## src/rtl/cmd_frame_parser.sv

```systemverilog
// Byte-stream frame parser: SYNC, FLAGS, REG_HI, REG_LO, VAL_HI, VAL_LO -> one command word.
// Define CMD_FRAME_CKSUM_EN to append an XOR checksum byte to every frame.
module cmd_frame_parser #(
  parameter int         REGNO_W   = 16,
  parameter int         VALUE_W   = 16,
  parameter logic [7:0] SYNC_BYTE = 8'hA5,
  parameter int         TIMEOUT   = 1024
) (
  input  logic               clock,
  input  logic               reset,
  input  logic [7:0]         rx_data,
  input  logic               rx_valid,
  output logic               cmd_rnw,
  output logic [REGNO_W-1:0] cmd_regno,
  output logic [VALUE_W-1:0] cmd_value,
  output logic               new_cmd,
  output logic               frame_err,
  output logic [7:0]         err_count,
  output logic               busy
);

  localparam int               CNT_W    = $clog2(TIMEOUT);
  localparam logic [CNT_W-1:0] CNT_LAST = CNT_W'(TIMEOUT - 1);

  typedef enum logic [2:0] {
    S_HUNT   = 3'd0,
    S_FLAGS  = 3'd1,
    S_REG_HI = 3'd2,
    S_REG_LO = 3'd3,
    S_VAL_HI = 3'd4,
    S_VAL_LO = 3'd5
`ifdef CMD_FRAME_CKSUM_EN
    , S_CKSUM = 3'd6
`endif
  } state_t;

  state_t           state_r;
  state_t           state_nxt_s;
  logic [CNT_W-1:0] idle_cnt_r;
  logic             done_s;
  logic             err_s;
  logic             rnw_r;
  logic [15:0]      reg_r;
  logic [7:0]       val_hi_r;
  logic [15:0]      value_full_s;

`ifdef CMD_FRAME_CKSUM_EN
  logic [7:0] val_lo_r;
  logic [7:0] cksum_r;

  function automatic logic [7:0] cksum_step(input logic [7:0] acc, input logic [7:0] data);
    return acc ^ data;
  endfunction

  assign value_full_s = {val_hi_r, val_lo_r};
`else
  assign value_full_s = {val_hi_r, rx_data};
`endif

  // Next-state decode; a byte on the expiry cycle takes priority over the timeout.
  always_comb begin
    state_nxt_s = state_r;
    done_s      = 1'b0;
    err_s       = 1'b0;
    if (rx_valid) begin
      case (state_r)
        S_HUNT: begin
          if (rx_data == SYNC_BYTE) begin
            state_nxt_s = S_FLAGS;
          end else begin
            state_nxt_s = S_HUNT;
          end
        end
        S_FLAGS:  state_nxt_s = S_REG_HI;
        S_REG_HI: state_nxt_s = S_REG_LO;
        S_REG_LO: state_nxt_s = S_VAL_HI;
        S_VAL_HI: state_nxt_s = S_VAL_LO;
        S_VAL_LO: begin
`ifdef CMD_FRAME_CKSUM_EN
          state_nxt_s = S_CKSUM;
`else
          state_nxt_s = S_HUNT;
          done_s      = 1'b1;
`endif
        end
`ifdef CMD_FRAME_CKSUM_EN
        S_CKSUM: begin
          state_nxt_s = S_HUNT;
          if (rx_data == cksum_r) begin
            done_s = 1'b1;
          end else begin
            err_s = 1'b1;
          end
        end
`endif
        default: state_nxt_s = S_HUNT;
      endcase
    end else if ((state_r != S_HUNT) && (idle_cnt_r == CNT_LAST)) begin
      state_nxt_s = S_HUNT;
      err_s       = 1'b1;
    end else begin
      state_nxt_s = state_r;
    end
  end

  // Frame FSM, field capture, idle timer and registered command/status outputs.
  always_ff @(posedge clock) begin
    if (reset) begin
      state_r    <= S_HUNT;
      idle_cnt_r <= {CNT_W{1'b0}};
      rnw_r      <= 1'b0;
      reg_r      <= 16'h0000;
      val_hi_r   <= 8'h00;
      cmd_rnw    <= 1'b0;
      cmd_regno  <= {REGNO_W{1'b0}};
      cmd_value  <= {VALUE_W{1'b0}};
      new_cmd    <= 1'b0;
      frame_err  <= 1'b0;
      err_count  <= 8'h00;
      busy       <= 1'b0;
    end else begin
      state_r   <= state_nxt_s;
      busy      <= (state_nxt_s != S_HUNT);
      new_cmd   <= done_s;
      frame_err <= err_s;
      if (err_s && (err_count != 8'hFF)) begin
        err_count <= err_count + 8'd1;
      end
      // Idle counter only runs inside a frame between bytes.
      if (rx_valid || (state_nxt_s == S_HUNT)) begin
        idle_cnt_r <= {CNT_W{1'b0}};
      end else begin
        idle_cnt_r <= idle_cnt_r + CNT_W'(1);
      end
      if (rx_valid) begin
        case (state_r)
          S_FLAGS:  rnw_r       <= rx_data[0];
          S_REG_HI: reg_r[15:8] <= rx_data;
          S_REG_LO: reg_r[7:0]  <= rx_data;
          S_VAL_HI: val_hi_r    <= rx_data;
          default:  ;
        endcase
      end
      if (done_s) begin
        cmd_rnw   <= rnw_r;
        cmd_regno <= reg_r[REGNO_W-1:0];
        cmd_value <= value_full_s[VALUE_W-1:0];
      end
    end
  end

`ifdef CMD_FRAME_CKSUM_EN
  // Checksum accumulator and low value byte, held until the CKSUM byte decides the frame.
  always_ff @(posedge clock) begin
    if (reset) begin
      cksum_r  <= 8'h00;
      val_lo_r <= 8'h00;
    end else if (rx_valid) begin
      case (state_r)
        S_HUNT: begin
          if (rx_data == SYNC_BYTE) begin
            cksum_r <= 8'h00;
          end
        end
        S_FLAGS, S_REG_HI, S_REG_LO, S_VAL_HI: cksum_r <= cksum_step(cksum_r, rx_data);
        S_VAL_LO: begin
          cksum_r  <= cksum_step(cksum_r, rx_data);
          val_lo_r <= rx_data;
        end
        default: ;
      endcase
    end
  end
`endif

endmodule
```

## config.mk

```make
export PLATFORM = sky130hd
export DESIGN_NAME = cmd_frame_parser
export DESIGN_NICKNAME = d
export VERILOG_FILES = /design/src/rtl/cmd_frame_parser.sv
export SDC_FILE = /design/constraint.sdc
export NUM_CORES = 1
export LEC_CHECK = 0
export BUFFER_PORTS_ARGS = -buffer_cell sky130_fd_sc_hd__buf_4
export CORE_MARGIN = 1
export CORE_UTILIZATION = 50
export CTS_BUF_LIST = sky130_fd_sc_hd__clkbuf_4 sky130_fd_sc_hd__clkbuf_8 sky130_fd_sc_hd__clkbuf_16
export CTS_CLUSTER_DIAMETER = 200
export DETAILED_ROUTE_END_ITERATION = 10
export PLACE_DENSITY = 0.75
export SLEW_MARGIN = 20
export SYNTH_ARGS = -nofsm -noshare
export SYNTH_HDL_FRONTEND = slang
export SYNTH_SLANG_ARGS = --single-unit
```

## constraint.sdc

```tcl
create_clock -name clock -period 2 [get_ports clock]
set_input_delay 0.1 -clock clock [delete_from_list [all_inputs] [get_ports clock]]
set_output_delay 0.1 -clock clock [all_outputs]
set_load 0.05 [all_outputs]
```

==> flow_metrics.tcl <==
set metrics [dict create \
    via_per_inst 5.54 \
    grt_pass1_wl_um 11700 \
    required_ns 2.25 \
    n_antenna_cell 0 \
    drtIter0Drc 176 \
    cts_max_path_buffers 2 \
    synth.area.top_cells "dfxtp_1, nand2_1, a21oi_1" \
    register_area_um2 1640 \
    top_level_ports 55 \
    die_h_um 82.6 \
    fin_util 0.658 \
    die_x_um 82.6 \
    cts_sinks 82 \
    place_area_um2 3760 \
    nets 458 \
    synth-seq-area-share 0.506 \
    fin_worst_skew_ns 0.00974 \
    arrival_ns 2.19 \
    start_kind "register" \
    place.gp.congestion 0.795 \
    rr_worst_depth 5 \
    setup_viol 0 \
    timing.final.crit_share 0.967 \
    numPortBuffers 54 \
    fmax_ghz 0.517 \
    synthArstFlopShare 0 \
    rows 28 \
    power_density_nw_per_um2 734 \
    leakagePower_nw 1.44 \
    fillCellCount 534 \
    critPathKind "register to register" \
    clk_pin_slew_ns 0.09 \
    slew_headroom 0.515 \
    drv_cap 0 \
    ant_nets 0 \
    wirelength_um 7480 \
    rr_endpoint "err_count[5]" \
    layout_common_cells "nand2_1, dfxtp_1, buf_4, a21oi_1, nor2_1" \
    dp_hpwl_um 4870 \
    antenna_found_initial 0 \
    syn-num-nets 402 \
    cts_hold_buf 0 \
    core_area_um2 6100 \
    cts_buffers 9 \
    end_kind "register" \
    clock-root-buffer "clkbuf_8" \
    synthCells 389 \
    synth_cell_types 44 \
    rsz0062_at_grt "false" \
    crit_start "idle_cnt_r[1]" \
    layout_commonest_cell "nand2_1" \
    synth_top_area_share 0.506 \
    r2r-start "idle_cnt_r[1]" \
    r2r_setup_slack_ns 0.07 \
    final_area_um2 4010 \
    vdd_ir_drop_max_uv 490 \
    grt_start_max_net_pins 76 \
    track_usage 0.232 \
    drcViolationCount 0 \
    cts_tree "done" \
    avgRoutedWirePerCell_um 14.3 \
    hold_viol 0 \
    max_slew.worst_pin.slew_ns 0.727 \
    gr-total-overflow 0 \
    crit_fanout 6 \
    ys_ff_latch 82 \
    drive_gt1_frac 0.216 \
    yosysWarningCount 0 \
    hp-class "input pin to register" \
    endpoint "err_count[5]" \
    synth_area_um2 3250 \
    slew_viol_final 0 \
    synth-edff-count 0 \
    cts_max_level 3 \
    multi_input_area_um2 1530 \
    die_area_um2 6820 \
    clkLatencyLatePin_ns 0.36 \
    synth_top_area_cell "dfxtp_1" \
    fin_crit_ns 1.93 \
    grt_pass1_vias 2479 \
    ys.flop_type "dfxtp_1" \
    vias 2910 \
    area_growth_pct 23.7 \
    dr.pass1.iters 4 \
    avgSynthCellArea_um2 8.34 \
    start_util 0.532 \
    status "finished clean" \
]
-- power by group --
group / total (mW) / switching (mW) / internal [mW] / leakage [nW]
sequential: 1.63 / 0.000171 / 1.63 / 0.660
clock: 1.24 / 0.620 / 0.624 / 0.103
combinational: 0.0713 / 0.0514 / 0.0199 / 0.673
total: 2.95 / 0.671 / 2.27 / 1.44
-- how the worst min path moves through the flow --
stage          startpoint      endpoint  slack [ns]  cells after the start
6_report       rx_data[7]   val_hi_r[7]        0.02                      3
4_1_cts        rx_data[7]   val_hi_r[7]       0.003                      3
3_5_place_dp   rx_data[7]     reg_r[15]        0.39                      3
5_1_grt        rx_data[7]   val_hi_r[7]       0.008                      3
2_1_floorplan  rx_data[0]      reg_r[0]        0.24                      2
3_3_place_gp   rx_data[7]  cmd_value[7]        0.39                      3
-- synth_stat cells, types with 2 or more instances --
| cell | instances |
|---|---|
| nor2b_1 | 4 |
| nor2_1 | 21 |
| a311oi_1 | 10 |
| and4_1 | 2 |
| or2_2 | 2 |
| buf_2 | 4 |
| o211ai_1 | 2 |
| o31ai_1 | 2 |
| clkbuf_1 | 20 |
| dfxtp_1 | 82 |
| xor2_1 | 3 |
| o221ai_1 | 2 |
| inv_1 | 6 |
| nand2_1 | 104 |
| ha_1 | 2 |
| nand4_1 | 2 |
| nor4bb_1 | 2 |
| nand2b_1 | 4 |
| or4_1 | 3 |
| a21oi_1 | 58 |
| nand3_1 | 7 |
| o21ai_0 | 5 |
| nor3_1 | 4 |
| nor4_1 | 5 |
| mux2i_1 | 9 |
| xnor2_1 | 5 |
| nor3b_1 | 2 |
-- per-stage QoR --
| stage | total power [mW] | setup slack, ns | instances | TNS [ns] | hold slack (ns) |
|---|---|---|---|---|---|
| 6_report | 2.95 | 0.0652 | 525 | 0 | 0.0153 |
| 5_1_grt | 3.05 | 0.0118 | 525 | 0 | 0.00762 |
| 4_1_cts | 2.97 | 0.0123 | 524 | 0 | 0.00312 |
| 3_5_place_dp | 1.74 | -0.00913 | 508 | -0.00913 | 0.394 |
| 3_3_place_gp | 1.74 | 0.0865 | 508 | 0 | 0.389 |
| 2_1_floorplan | 1.70 | 0.0630 | 389 | 0 | 0.236 |
-- area by class of cell --
type | instances | area share
flip-flops and latches | 82 | 0.409
multi-input cells | 277 | 0.381
repair buffers | 69 | 0.129
clock buffers | 10 | 0.0343
well taps | 75 | 0.0234
clock inverters | 6 | 0.0181
inverters | 6 | 0.00561
-- what timing repair did --
item,CTS,global route
resized for setup,1,5
endpoints found under the setup margin,1,16
setup buffers,0,0
pin swaps,0,1
gates cloned,0,1
-- worst max-delay path, cell delays in order (launching register included) --
cell and delay, ns:
dfxtp_1 0.36, ha_1 0.23, nand3_2 0.09, or4_4 0.56, nor4_1 0.23, mux2_2 0.37
-- metal layers --
layer	track usage	vias to the layer above	part of all wire
li1	-	1460	-
met1	0.319	1349	0.46
met2	0.340	92	0.47
met3	0.0527	9	0.061
met4	0.116	0	0.016
met5	0	-	0
-- registers in the layout, summed over array words and instances (netlist names), 3 cells and up --
name	cells
cmd_value	16
val_hi_r	8
cmd_regno	16
reg_r	16
idle_cnt_r	10
state_r	3
err_count	8
-- cells by family (layout without fill, tap and decap cells) --
family,count (synthesis),count (layout),share of synthesized area
fa+ha+maj,2,2,0.00771
buf+inv,31,91,0.0374
compound gates,86,87,0.157
xor+xnor,8,8,0.0216
simple gates,169,169,0.236
mux,11,11,0.0347
flops,82,82,0.506
(Power assumes the default switching activity.)
